===== config.mk =====
export PLATFORM = sky130hd
export DESIGN_NAME = muldiv_unit_flat
export DESIGN_NICKNAME = d
export VERILOG_FILES = /design/src/rtl/muldiv_pkg.sv /design/src/rtl/muldiv_unit_if.sv /design/src/rtl/muldiv_unit_div_step.sv /design/src/rtl/muldiv_unit.sv /design/src/flat_wrapper.sv
export SDC_FILE = /design/constraint.sdc
export NUM_CORES = 1
export LEC_CHECK = 0
export CAP_MARGIN = 20
export CORE_MARGIN = 4
export CORE_UTILIZATION = 55
export DETAILED_ROUTE_END_ITERATION = 8
export PLACE_DENSITY = 0.8
export SETUP_SLACK_MARGIN = 0.3
export SYNTH_ARGS = -nofsm -noshare
export SYNTH_HDL_FRONTEND = slang
export SYNTH_SLANG_ARGS = --single-unit
export TNS_END_PERCENT = 30

===== constraint.sdc =====
create_clock -name clk -period 17.1 [get_ports clk]
set_input_delay 5.13 -clock clk [delete_from_list [all_inputs] [get_ports clk]]
set_output_delay 5.13 -clock clk [all_outputs]
set_load 0.05 [all_outputs]

===== src/rtl/muldiv_pkg.sv =====
// Shared encodings and defaults for the iterative multiply/divide unit.
package muldiv_pkg;

  localparam int WIDTH_DEF = 32;
  localparam int CNT_W_DEF = 6;

  typedef enum logic [1:0] {
    OP_NONE  = 2'b00,
    OP_MULTU = 2'b01,
    OP_DIVU  = 2'b10,
    OP_RSVD  = 2'b11
  } op_e;

  typedef enum logic [1:0] {
    S_IDLE = 2'b00,
    S_MUL  = 2'b01,
    S_DIV  = 2'b10
  } state_e;

  // Only MULTU and DIVU launch an operation; everything else is a no-op.
  function automatic logic op_launches(input logic [1:0] op);
    return (op == OP_MULTU) || (op == OP_DIVU);
  endfunction

endpackage


===== src/rtl/muldiv_unit_if.sv =====
// EX-stage request / HI-LO result bundle between the pipeline and the mul/div unit.
interface muldiv_unit_if
  import muldiv_pkg::*;
#(
  parameter int WIDTH = WIDTH_DEF
);
  logic             start;
  logic [1:0]       op;
  logic [WIDTH-1:0] dataA;
  logic [WIDTH-1:0] dataB;
  logic             wr_hi;
  logic             wr_lo;
  logic [WIDTH-1:0] wdata;
  logic [WIDTH-1:0] hi_out;
  logic [WIDTH-1:0] lo_out;
  logic             busy;
  logic             done;

  modport master (
    output start, op, dataA, dataB, wr_hi, wr_lo, wdata,
    input  hi_out, lo_out, busy, done
  );

  modport slave (
    input  start, op, dataA, dataB, wr_hi, wr_lo, wdata,
    output hi_out, lo_out, busy, done
  );
endinterface


===== src/rtl/muldiv_unit_div_step.sv =====
// One restoring-division iteration: shift in a dividend bit, subtract the divisor if it fits.
module div_step
  import muldiv_pkg::*;
#(
  parameter int WIDTH = WIDTH_DEF
) (
  input  logic [WIDTH-1:0] rem_in,
  input  logic             dividend_bit,
  input  logic [WIDTH-1:0] divisor,
  output logic [WIDTH-1:0] rem_out,
  output logic             q_bit
);
  logic [WIDTH:0] trial;
  logic [WIDTH:0] diff;

  // With a zero divisor the subtraction always "fits", so the quotient fills
  // with ones and the remainder register simply shifts the dividend in.
  always_comb begin
    trial   = {rem_in, dividend_bit};
    diff    = trial - {1'b0, divisor};
    q_bit   = (trial >= {1'b0, divisor});
    rem_out = q_bit ? diff[WIDTH-1:0] : trial[WIDTH-1:0];
  end
endmodule


===== src/rtl/muldiv_unit.sv =====
// Iterative unsigned MULTU/DIVU with HI/LO ownership; one result bit per cycle, busy stalls the pipe.
module muldiv_unit
  import muldiv_pkg::*;
#(
  parameter int WIDTH = WIDTH_DEF,
  parameter int CNT_W = CNT_W_DEF
) (
  input logic          clk,
  input logic          rst,
  muldiv_unit_if.slave bus
);
  state_e               state_q, state_d;
  logic [CNT_W-1:0]     cnt_q, cnt_d;
  logic [2*WIDTH-1:0]   acc_q, acc_d;
  logic [WIDTH-1:0]     opnd_q, opnd_d;
  logic [WIDTH-1:0]     hi_q, hi_d;
  logic [WIDTH-1:0]     lo_q, lo_d;
  logic                 busy_q, busy_d;
  logic                 done_q, done_d;

  logic [WIDTH:0]       mul_sum;
  logic [2*WIDTH-1:0]   mul_next;
  logic [2*WIDTH-1:0]   div_next;
  logic [WIDTH-1:0]     div_rem;
  logic                 div_q;
  logic                 last_iter;

  // acc holds {partial remainder, dividend/quotient shifter} during DIV.
  div_step #(.WIDTH(WIDTH)) u_div_step (
    .rem_in       (acc_q[2*WIDTH-1:WIDTH]),
    .dividend_bit (acc_q[WIDTH-1]),
    .divisor      (opnd_q),
    .rem_out      (div_rem),
    .q_bit        (div_q)
  );

  // acc holds {partial product, remaining multiplier bits} during MUL.
  always_comb begin
    mul_sum   = {1'b0, acc_q[2*WIDTH-1:WIDTH]} + (acc_q[0] ? {1'b0, opnd_q} : {(WIDTH+1){1'b0}});
    mul_next  = {mul_sum, acc_q[WIDTH-1:1]};
    div_next  = {div_rem, acc_q[WIDTH-2:0], div_q};
    last_iter = (cnt_q == CNT_W'(1));
  end

  always_comb begin
    state_d = state_q;
    cnt_d   = cnt_q;
    acc_d   = acc_q;
    opnd_d  = opnd_q;
    hi_d    = hi_q;
    lo_d    = lo_q;
    busy_d  = busy_q;
    done_d  = 1'b0;
    case (state_q)
      S_IDLE: begin
        if (bus.start && op_launches(bus.op)) begin
          // A launching start swallows any mthi/mtlo issued in the same cycle.
          state_d = (bus.op == OP_MULTU) ? S_MUL : S_DIV;
          cnt_d   = CNT_W'(WIDTH);
          busy_d  = 1'b1;
          opnd_d  = (bus.op == OP_MULTU) ? bus.dataA : bus.dataB;
          acc_d   = {{WIDTH{1'b0}}, ((bus.op == OP_MULTU) ? bus.dataB : bus.dataA)};
        end else begin
          if (bus.wr_hi) hi_d = bus.wdata;
          if (bus.wr_lo) lo_d = bus.wdata;
        end
      end
      S_MUL, S_DIV: begin
        acc_d = (state_q == S_MUL) ? mul_next : div_next;
        cnt_d = cnt_q - CNT_W'(1);
        if (last_iter) begin
          hi_d    = acc_d[2*WIDTH-1:WIDTH];
          lo_d    = acc_d[WIDTH-1:0];
          state_d = S_IDLE;
          busy_d  = 1'b0;
          done_d  = 1'b1;
        end
      end
      default: begin
        state_d = S_IDLE;
        busy_d  = 1'b0;
      end
    endcase
  end

  always_ff @(posedge clk or posedge rst) begin
    if (rst) begin
      state_q <= S_IDLE;
      cnt_q   <= '0;
      acc_q   <= '0;
      opnd_q  <= '0;
      hi_q    <= '0;
      lo_q    <= '0;
      busy_q  <= 1'b0;
      done_q  <= 1'b0;
    end else begin
      state_q <= state_d;
      cnt_q   <= cnt_d;
      acc_q   <= acc_d;
      opnd_q  <= opnd_d;
      hi_q    <= hi_d;
      lo_q    <= lo_d;
      busy_q  <= busy_d;
      done_q  <= done_d;
    end
  end

  assign bus.hi_out = hi_q;
  assign bus.lo_out = lo_q;
  assign bus.busy   = busy_q;
  assign bus.done   = done_q;
endmodule


===== src/flat_wrapper.sv =====
// flat-port wrapper written by rule: the top's interface ports become plain ports
module muldiv_unit_flat import muldiv_pkg::*;
#(
  parameter int WIDTH = WIDTH_DEF,
  parameter int CNT_W = CNT_W_DEF
)
  (clk, rst, bus_start, bus_op, bus_dataA, bus_dataB, bus_wr_hi, bus_wr_lo, bus_wdata, bus_hi_out, bus_lo_out, bus_busy, bus_done);
  muldiv_unit_if #(.WIDTH(WIDTH)) bus_i ();
  input logic clk;
  input logic rst;
  input wire logic [$bits(bus_i.start)-1:0] bus_start;
  input wire logic [$bits(bus_i.op)-1:0] bus_op;
  input wire logic [$bits(bus_i.dataA)-1:0] bus_dataA;
  input wire logic [$bits(bus_i.dataB)-1:0] bus_dataB;
  input wire logic [$bits(bus_i.wr_hi)-1:0] bus_wr_hi;
  input wire logic [$bits(bus_i.wr_lo)-1:0] bus_wr_lo;
  input wire logic [$bits(bus_i.wdata)-1:0] bus_wdata;
  output wire logic [$bits(bus_i.hi_out)-1:0] bus_hi_out;
  output wire logic [$bits(bus_i.lo_out)-1:0] bus_lo_out;
  output wire logic [$bits(bus_i.busy)-1:0] bus_busy;
  output wire logic [$bits(bus_i.done)-1:0] bus_done;
  assign bus_i.start = bus_start;
  assign bus_i.op = bus_op;
  assign bus_i.dataA = bus_dataA;
  assign bus_i.dataB = bus_dataB;
  assign bus_i.wr_hi = bus_wr_hi;
  assign bus_i.wr_lo = bus_wr_lo;
  assign bus_i.wdata = bus_wdata;
  assign bus_hi_out = bus_i.hi_out;
  assign bus_lo_out = bus_i.lo_out;
  assign bus_busy = bus_i.busy;
  assign bus_done = bus_i.done;
  muldiv_unit #(.WIDTH(WIDTH), .CNT_W(CNT_W)) u_core (.clk(clk), .rst(rst), .bus(bus_i));
endmodule

==> flow_summary.ini, run 1 <==
[route]
wl_per_cell_um = 22.88
drcViolationCount = 0
viasPerCell = 6.500
vias = 12340
firstDrtPassIters = 5
drtIter0Drc = 1349
routed_wl_um = 43460
ant_nets = 0

[floorplanning]
num_rows = 54
die_h_um = 158.9
initial_core_util_pct = 56.69
io_pins = 169
dieArea_um2 = 25250
core_um2 = 22090
die_w_um = 158.9

[sta]
fin_crit_ps = 7598
final_max_slew_viol_count = 0
max_slew_margin_pct = 24.64
worst_slew_pin_slew_ps = 1130
setup_tns_ps = 0
whs_ps = 482.6
fin_crit_sh_pct = 44.43
setup_viol = 0
worst_slack_ps = 9502
rsz0062_at_grt = no
hold_viol_final = 0
fmax_mhz = 131.6
worst_clock_skew_ps = 13.50

[grt]
grt_pass1_wl_um = 67160
grt_max_degree = 115
antenna_found_initial = 0
grt_usage_pct = 33.41
grt-ovfl-total = 0
grt_pass1_vias = 11830

[place]
numPortBuffers = 168
place_area_um2 = 14340
gp_congestion = 0.9634
dp.cells = 1862
pre_cts_ws_ps = 9069
hpwl_um = 32850

[setup_path]
worstSetupStartpointType = input pin
end_kind = register
r2r_slack_ps = 12700
reg2regPathDepth = 10
critPathKind = in2reg
crit_fanout = 35
required_ps = 17420
worstPathArrival_ps = 7920

[logic_synthesis]
synthesis.area_um2 = 12530
synth_area_leaders = dfrtp_1, o21ai_0, ha_1
yosys.area.top_type = dfrtp_1
syn_avg_cell_area_um2 = 8.390
syn_inst = 1493
ys.flop_type = dfrtp_1
yosys_register_bits = 170
synth_cell_types = 77
async_flop_share_pct = 100.0
yosysWarnings = 0
seq_area_frac_synth_pct = 33.96
synth_edf_count = 0
synth_top_area_share_pct = 33.96
syn_nets = 1667

[clocking]
ctsHtreeMaxLevel = 4
post_cts_resized = 0
clk_pin_slew_worst_paths_ps = 80
post_cts_buffers = 0
clkLatencyLatePin_ps = 440
cts_buffers = 17
cts-hold-fix-buffers = 0
cts_num_sinks = 170
cts_tree = done
clock_path_buffers = 2
root_buffer = clkbuf_16

[layout]
fin_nets = 1780
antenna_cells = 0
final_area_um2 = 15080
area_growth_pct = 20.41
fin_cells = 1899
drive_gt1_share_pct = 6.794

[pwr]
p_per_area_nw_per_um2 = 247.4
p_leak_uw = 0.006592
ir_drop_uv = 116.5

[hold_path]
worstHoldPathCells = 2
hp-class = reg2reg

[run]
cap_violations = 0

[outcome]
status = complete, no violations
sequential cells by signal, indices dropped and copies added, names as in the netlist:
signal and flops:
u_core.cnt_q 6, u_core.state_q 2, u_core.bus.hi_out 32, u_core.bus.busy 1, u_core.opnd_q 32, u_core.bus.done 1
u_core.acc_q 64, u_core.bus.lo_out 32
cell families after synthesis:
logic type / count (synthesis) / share of synthesized area [%]
AND/OR/NAND/NOR: 449 / 16.27
flip-flops: 170 / 33.96
AO/OA/AOI/OAI: 488 / 24.52
multiplexers: 113 / 9.390
XOR/XNOR: 61 / 4.265
adder cells (fa/ha/maj): 71 / 7.212
buffers and inverters: 141 / 4.375
placed cells by master (no fill, tap or decap), drive strengths merged, types with 33 or more instances in the layout:
cell	netlist	routed
clkdlybuf4s50	0	168
a21oi	95	95
nor2	81	81
ha	69	69
dfrtp	170	170
inv	50	57
mux2	36	36
xnor2	33	33
mux2i	77	77
a21o	34	34
o21ai	188	188
and2	40	40
nand2	220	220
synthesized netlist by cell type (5+ instances only):
cell / count
nand2_1: 219
xnor2_1: 33
a221o_1: 8
o22ai_1: 9
inv_1: 50
o21ai_0: 185
nand4_1: 15
dfrtp_1: 170
mux2_2: 36
and2_1: 39
o211ai_1: 25
xor2_1: 28
a32o_1: 6
o31ai_1: 5
a211oi_1: 7
nor2b_1: 6
a31oi_1: 25
a21o_1: 33
mux2i_1: 77
nand2b_1: 7
a21oi_1: 94
or3_1: 8
o21a_1: 10
and3_1: 16
a22o_1: 10
nand3_1: 21
buf_1: 7
nor2_1: 81
a31o_2: 7
nor3_1: 18
ha_1: 69
clkbuf_1: 78
o21bai_1: 8
worst max-delay path: stages:
cell and delay, ps:
clkdlybuf4s50_1 500, ha_4 210, nand2b_1 250, nand2_1 150
a21o_1 810, nor2_1 450, a221o_1 390
metrics by stage:
stage,utilization (%),power (µW)
2_1_floorplan,-,2509
3_3_place_gp,64.88,3181
3_5_place_dp,64.88,3228
4_1_cts,67.82,3669
5_1_grt,68.26,3967
6_report,68.26,3732
per-layer routing:
layer	share of wire (%)	GRT usage, %
met1	40	43.56
met2	48	55.84
met3	8.7	5.910
met4	4.2	12.86
met5	0	0
where the power goes:
group / leakage [µW] / switching [µW] / internal, µW / total, µW
sequential: 0.00210 / 210 / 603 / 813
clock: 0.000316 / 197 / 228 / 425
combinational: 0.00417 / 1590 / 902 / 2490
total: 0.00659 / 2000 / 1730 / 3730
area by class of cell:
cell class	count	area [µm²]
Inverter	51	196.4
Sequential cell	170	4254
Timing Repair Buffer	184	1862
Clock inverter	15	224.0
Clock buffer	17	425.4
Multi-Input combinational cell	1182	7770
Tap cell	280	350.3
Fill cell	1754	7012
worst paths after layout:
| path | from | endpoint |
|---|---|---|
| setup / recovery | bus_op[0] | u_core.bus.hi_out[16]$_DFFE_PP0P_ |
| hold / removal | u_core.bus.lo_out[20]$_DFFE_PP0P_ | u_core.bus.lo_out[20]$_DFFE_PP0P_ |
| setup reg to reg | u_core.acc_q[0]$_DFFE_PP0P_ | u_core.bus.hi_out[30]$_DFFE_PP0P_ |
| hold reg to reg | u_core.bus.lo_out[20]$_DFFE_PP0P_ | u_core.bus.lo_out[20]$_DFFE_PP0P_ |
| max in group asynchronous | rst | u_core.bus.hi_out[27]$_DFFE_PP0P_ |
| min in group asynchronous | rst | u_core.bus.lo_out[8]$_DFFE_PP0P_ |
Note: power is estimated with default switching activity, not from simulation.
==> run 2, diff against run 1 <==
Settings changed: CORE_UTILIZATION 55 to 51, PLACE_DENSITY 0.8 to 0.78.
Clock period 17.1 ns to 6.1 ns, I/O delays scaled along.
==> run 2 against run 1 <==
  * Global-route usage decreased by 3.0 points
  * Sequential cell count is the same
  * Clock-buffer cell count unchanged
  * Die area increased by 7.4%
  * First-iteration DRC count shrank 13%
  * Non-clock buffer count up 1
  * Critical path type is now reg2reg
  * Largest cell class unchanged
  * Highest routed layer unchanged
==> flow_summary.ini, run 2 (synthesis gave the netlist of run 1 again) <==
[route]
viasPerCell = 6.244
vias = 12140
firstDrtPassIters = 5
ant_nets = 0
drcViolationCount = 0
wl_per_cell_um = 21.27
drtIter0Drc = 1168
routed_wl_um = 41350

[floorplanning]
core_um2 = 24250
num_rows = 57
die_w_um = 164.7
die_h_um = 164.7
dieArea_um2 = 27130
initial_core_util_pct = 51.66
io_pins = 169

[clocking]
post_cts_buffers = 0
clk_pin_slew_worst_paths_ps = 80
cts_buffers = 17
clkLatencyLatePin_ps = 440
ctsHtreeMaxLevel = 4
cts_tree = done
cts-hold-fix-buffers = 0
cts_num_sinks = 170
root_buffer = clkbuf_16
clock_path_buffers = 2
post_cts_resized = 0

[sta]
final_max_slew_viol_count = 0
max_slew_margin_pct = 26.79
setup_viol = 0
setup_tns_ps = 0
worst_slew_pin_slew_ps = 1094
hold_viol_final = 0
rsz0062_at_grt = no
fmax_mhz = 223.3
fin_crit_sh_pct = 73.42
worst_clock_skew_ps = 17.77
fin_crit_ps = 4478

[run]
cap_violations = 0

[place]
numPortBuffers = 168
hpwl_um = 31640
gp_congestion = 1.050

[layout]
area_growth_pct = 20.28
top_register = u_core.acc_q
largest_register_ffs = 64
fin_nets = 1781
drive_gt1_share_pct = 6.975
mostFrequentLayoutCells = nand2_1, o21ai_0, dfrtp_1
antenna_cells = 0
final_common_cell = nand2_1

[grt]
grt_pass1_wl_um = 64490
grt_max_degree = 81
grt_usage_pct = 30.43
grt-ovfl-total = 0
grt_pass1_vias = 11630
antenna_found_initial = 0

[setup_path]
critPathTopFamily = compound AO/OA/AOI/OAI gates
worstPathArrival_ps = 4800
crit_chain = and2_1 > ha_1 > a211oi_1 > o211ai_1 > a2111oi_0 > o21bai_1 > nand3_1 > o21ai_0 > a21oi_1 > nor2_1 > a22o_1
end_kind = register
cp_slowest_cell = dfrtp_1
required_ps = 6420
worstSetupStartpointType = register
slowest_delay_ps = 1000
critPathKind = reg2reg
cp_num_buf_inv = 0
r2r_slack_ps = 1620
crit_fanout = 34

[hold_path]
hp-class = reg2reg

[outcome]
status = complete, no violations
run 2: worst paths after layout:
check	end	cells past startpoint	from
max	u_core.acc_q[60]$_DFFE_PP0P_	11	u_core.acc_q[0]$_DFFE_PP0P_
min	u_core.bus.lo_out[26]$_DFFE_PP0P_	2	u_core.bus.lo_out[26]$_DFFE_PP0P_
min in group asynchronous	u_core.bus.lo_out[24]$_DFFE_PP0P_	2	rst
min reg2reg	u_core.bus.lo_out[26]$_DFFE_PP0P_	2	u_core.bus.lo_out[26]$_DFFE_PP0P_
max reg2reg	u_core.acc_q[60]$_DFFE_PP0P_	11	u_core.acc_q[0]$_DFFE_PP0P_
max in group asynchronous	u_core.bus.hi_out[31]$_DFFE_PP0P_	3	rst
run 2: area by class of cell:
cell class                      instances  area, µm²
Fill cell                            2116       9183
Multi-Input combinational cell       1182       7774
Sequential cell                       170       4254
Timing Repair Buffer                  185       1837
Clock buffer                           17      425.4
Tap cell                              324      405.4
Inverter                               51      195.2
Clock inverter                         15      175.2
run 2: routing by layer:
layer | vias to the layer above | part of all wire [%] | global-route usage [%]
li1 | 5623 | - | -
met1 | 5863 | 44 | 44.41
met2 | 574 | 45 | 46.46
met3 | 79 | 8.8 | 5.166
met4 | 0 | 2.7 | 9.187
met5 | - | 0 | 0
run 2: worst reg2reg max path, stage by stage (launching register included):
cell and delay (ps):
dfrtp_1 1000, and2_1 300, ha_1 260, a211oi_1 540
o211ai_1 230, a2111oi_0 770, o21bai_1 310, nand3_1 200
o21ai_0 110, a21oi_1 350, nor2_1 100, a22o_1 220
run 2: metrics by stage:
step,instance area [µm²],hold slack (ps),utilization [%],std cells,setup slack [ps]
after detailed placement,14440,470.1,59.53,1910,1319
after global placement,14440,467.5,59.53,1910,1405
after global routing,15070,517.9,62.13,1944,1409
after CTS,15040,487.5,62.01,1942,1717
after floorplan,12530,448.4,-,1493,2101
final,15070,483.2,62.13,1944,1622
Power of run 2 is not shown: default switching activity piles up to over one toggle a cycle in this logic, so the estimate is an artifact.
==> run 3, diff against run 2 <==
Clock period 6.1 ns to 4.1 ns, I/O delays scaled along.
==> run 3 against run 2 <==
  * Clock skew decreased by 3.8 ps
  * Cell count up 1.2%
  * Critical path type unchanged
  * Maximum frequency grew 17%
  * Setup slack lost 1400 ps
  * Worst hold slack improved by 4.3 ps
  * Global-route usage is 0.91 points higher
  * First-iteration DRC count increased by 22%
  * Via count rose by 0.38%
  * Clock-buffer cell count unchanged
==> flow_summary.ini, run 3 (synthesis gave the netlist of run 1 again) <==
[setup_path]
worstSetupStartpointType = register
reg2reg_from = u_core.acc_q[0]$_DFFE_PP0P_
critPathKind = reg2reg
worstPathArrival_ps = 4200
required_ps = 4470
regToRegEndpoint = u_core.bus.hi_out[24]$_DFFE_PP0P_
reg2regPathDepth = 11
r2r_slack_ps = 270
end_kind = register
crit_fanout = 11
cp-startpoint = u_core.acc_q[0]$_DFFE_PP0P_
endpoint = u_core.bus.hi_out[24]$_DFFE_PP0P_

[clocking]
cts_buffers = 17
clk_pin_slew_worst_paths_ps = 70
ctsHtreeMaxLevel = 4
clock_path_buffers = 2
cts_num_sinks = 170
post_cts_resized = 0
root_buffer = clkbuf_16
clkLatencyLatePin_ps = 430
cts-hold-fix-buffers = 0
cts_tree = done
post_cts_buffers = 0

[route]
routed_wl_um = 42700
ant_nets = 0
drcViolationCount = 0
firstDrtPassIters = 6
drtIter0Drc = 1429
vias = 12190
wl_per_cell_um = 21.71
viasPerCell = 6.195

[grt]
grt_usage_pct = 31.34
grt-ovfl-total = 0
grt_pass1_vias = 11690
grt_use_met2_pct = 47.63
gr-max-usage-layer = met2
grt_max_degree = 84
use_met1_pct = 45.35
antenna_found_initial = 0
grt_pass1_wl_um = 66000
use_met3_pct = 6.264

[sta]
worst_clock_skew_ps = 13.97
fin_crit_ps = 3833
final_max_slew_viol_count = 0
setup_tns_ps = 0
worst_slew_pin_slew_ps = 943.0
hold_viol_final = 0
setup_viol = 0
fmax_mhz = 260.9
fin_crit_sh_pct = 93.49
rsz0062_at_grt = yes
max_slew_margin_pct = 37.07

[layout]
antenna_cells = 0
fin_cells = 1967
final_area_um2 = 15260
mostFrequentLayoutCells = nand2_1, o21ai_0, dfrtp_1
largest_register_ffs = 64
area_growth_pct = 21.81
fin_nets = 1804
drive_gt1_share_pct = 8.217
top_register = u_core.acc_q
final_common_cell = nand2_1

[floorplanning]
die_h_um = 164.7
num_rows = 57
initial_core_util_pct = 51.66
die_w_um = 164.7
core_um2 = 24250
dieArea_um2 = 27130
io_pins = 169

[place]
hpwl_um = 33140
gp_congestion = 1.042
place_area_um2 = 14640
dp.cells = 1935
numPortBuffers = 168

[run]
cap_violations = 0

[hold_path]
hp-class = reg2reg

[outcome]
status = complete, no violations
run 3: changes by cell type in the layout (fill, tap and decap cells not counted), sizes merged:
cell      before  now
buf           17   40
inv           58   55
bufinv         2    3
clkinv         4    5
clkinvlp       2    3
run 3: how the worst min path moves through the flow:
stage / to / depth (start not counted) / start
floorplan: u_core.state_q[1]$_DFFE_PP0P_ / 2 / u_core.state_q[1]$_DFFE_PP0P_
global placement: u_core.state_q[1]$_DFFE_PP0P_ / 2 / u_core.state_q[1]$_DFFE_PP0P_
detailed placement: u_core.bus.lo_out[29]$_DFFE_PP0P_ / 2 / u_core.bus.lo_out[29]$_DFFE_PP0P_
CTS: u_core.bus.lo_out[26]$_DFFE_PP0P_ / 2 / u_core.bus.lo_out[26]$_DFFE_PP0P_
global route: u_core.bus.lo_out[30]$_DFFE_PP0P_ / 2 / u_core.bus.lo_out[30]$_DFFE_PP0P_
finish: u_core.bus.lo_out[25]$_DFFE_PP0P_ / 2 / u_core.bus.lo_out[25]$_DFFE_PP0P_
run 3: worst max-delay path, cell delays in order, from the launching register on:
cell	delay [ps]
dfrtp_1	540
and2_1	240
ha_1	260
a211oi_1	540
o211ai_1	260
a2111oi_0	570
buf_4	210
o21bai_1	140
a31oi_1	250
xor2_1	100
a22oi_1	450
a21bo_2	210
run 3: area by class of cell:
cell class	count	area [µm²]
fillers	2072	8991
multi-input cells	1182	7770
flip-flops and latches	170	4254
repair buffers	208	2019
clock buffers	17	425.4
well taps	324	405.4
inverters	51	195.2
clock inverters	15	187.7
run 3: metal layers:
layer	part of all wire [%]	up-vias	wire length, µm
met4	2.8	0	1214
li1	-	5665	-
met5	0	-	0
met1	43	5823	18360
met3	9.7	87	4152
met2	44	610	18980
run 3: metrics by stage:
stage,worst slack [ps],hold slack [ps],util (%)
2_1_floorplan,701.3,448.4,-
5_1_grt,253.5,526.2,62.92
3_5_place_dp,463.9,475.7,60.39
4_1_cts,436.4,496.0,62.92
6_report,267.1,487.5,62.92
3_3_place_gp,533.6,465.3,60.31
Power of run 3 is left out for the same reason.
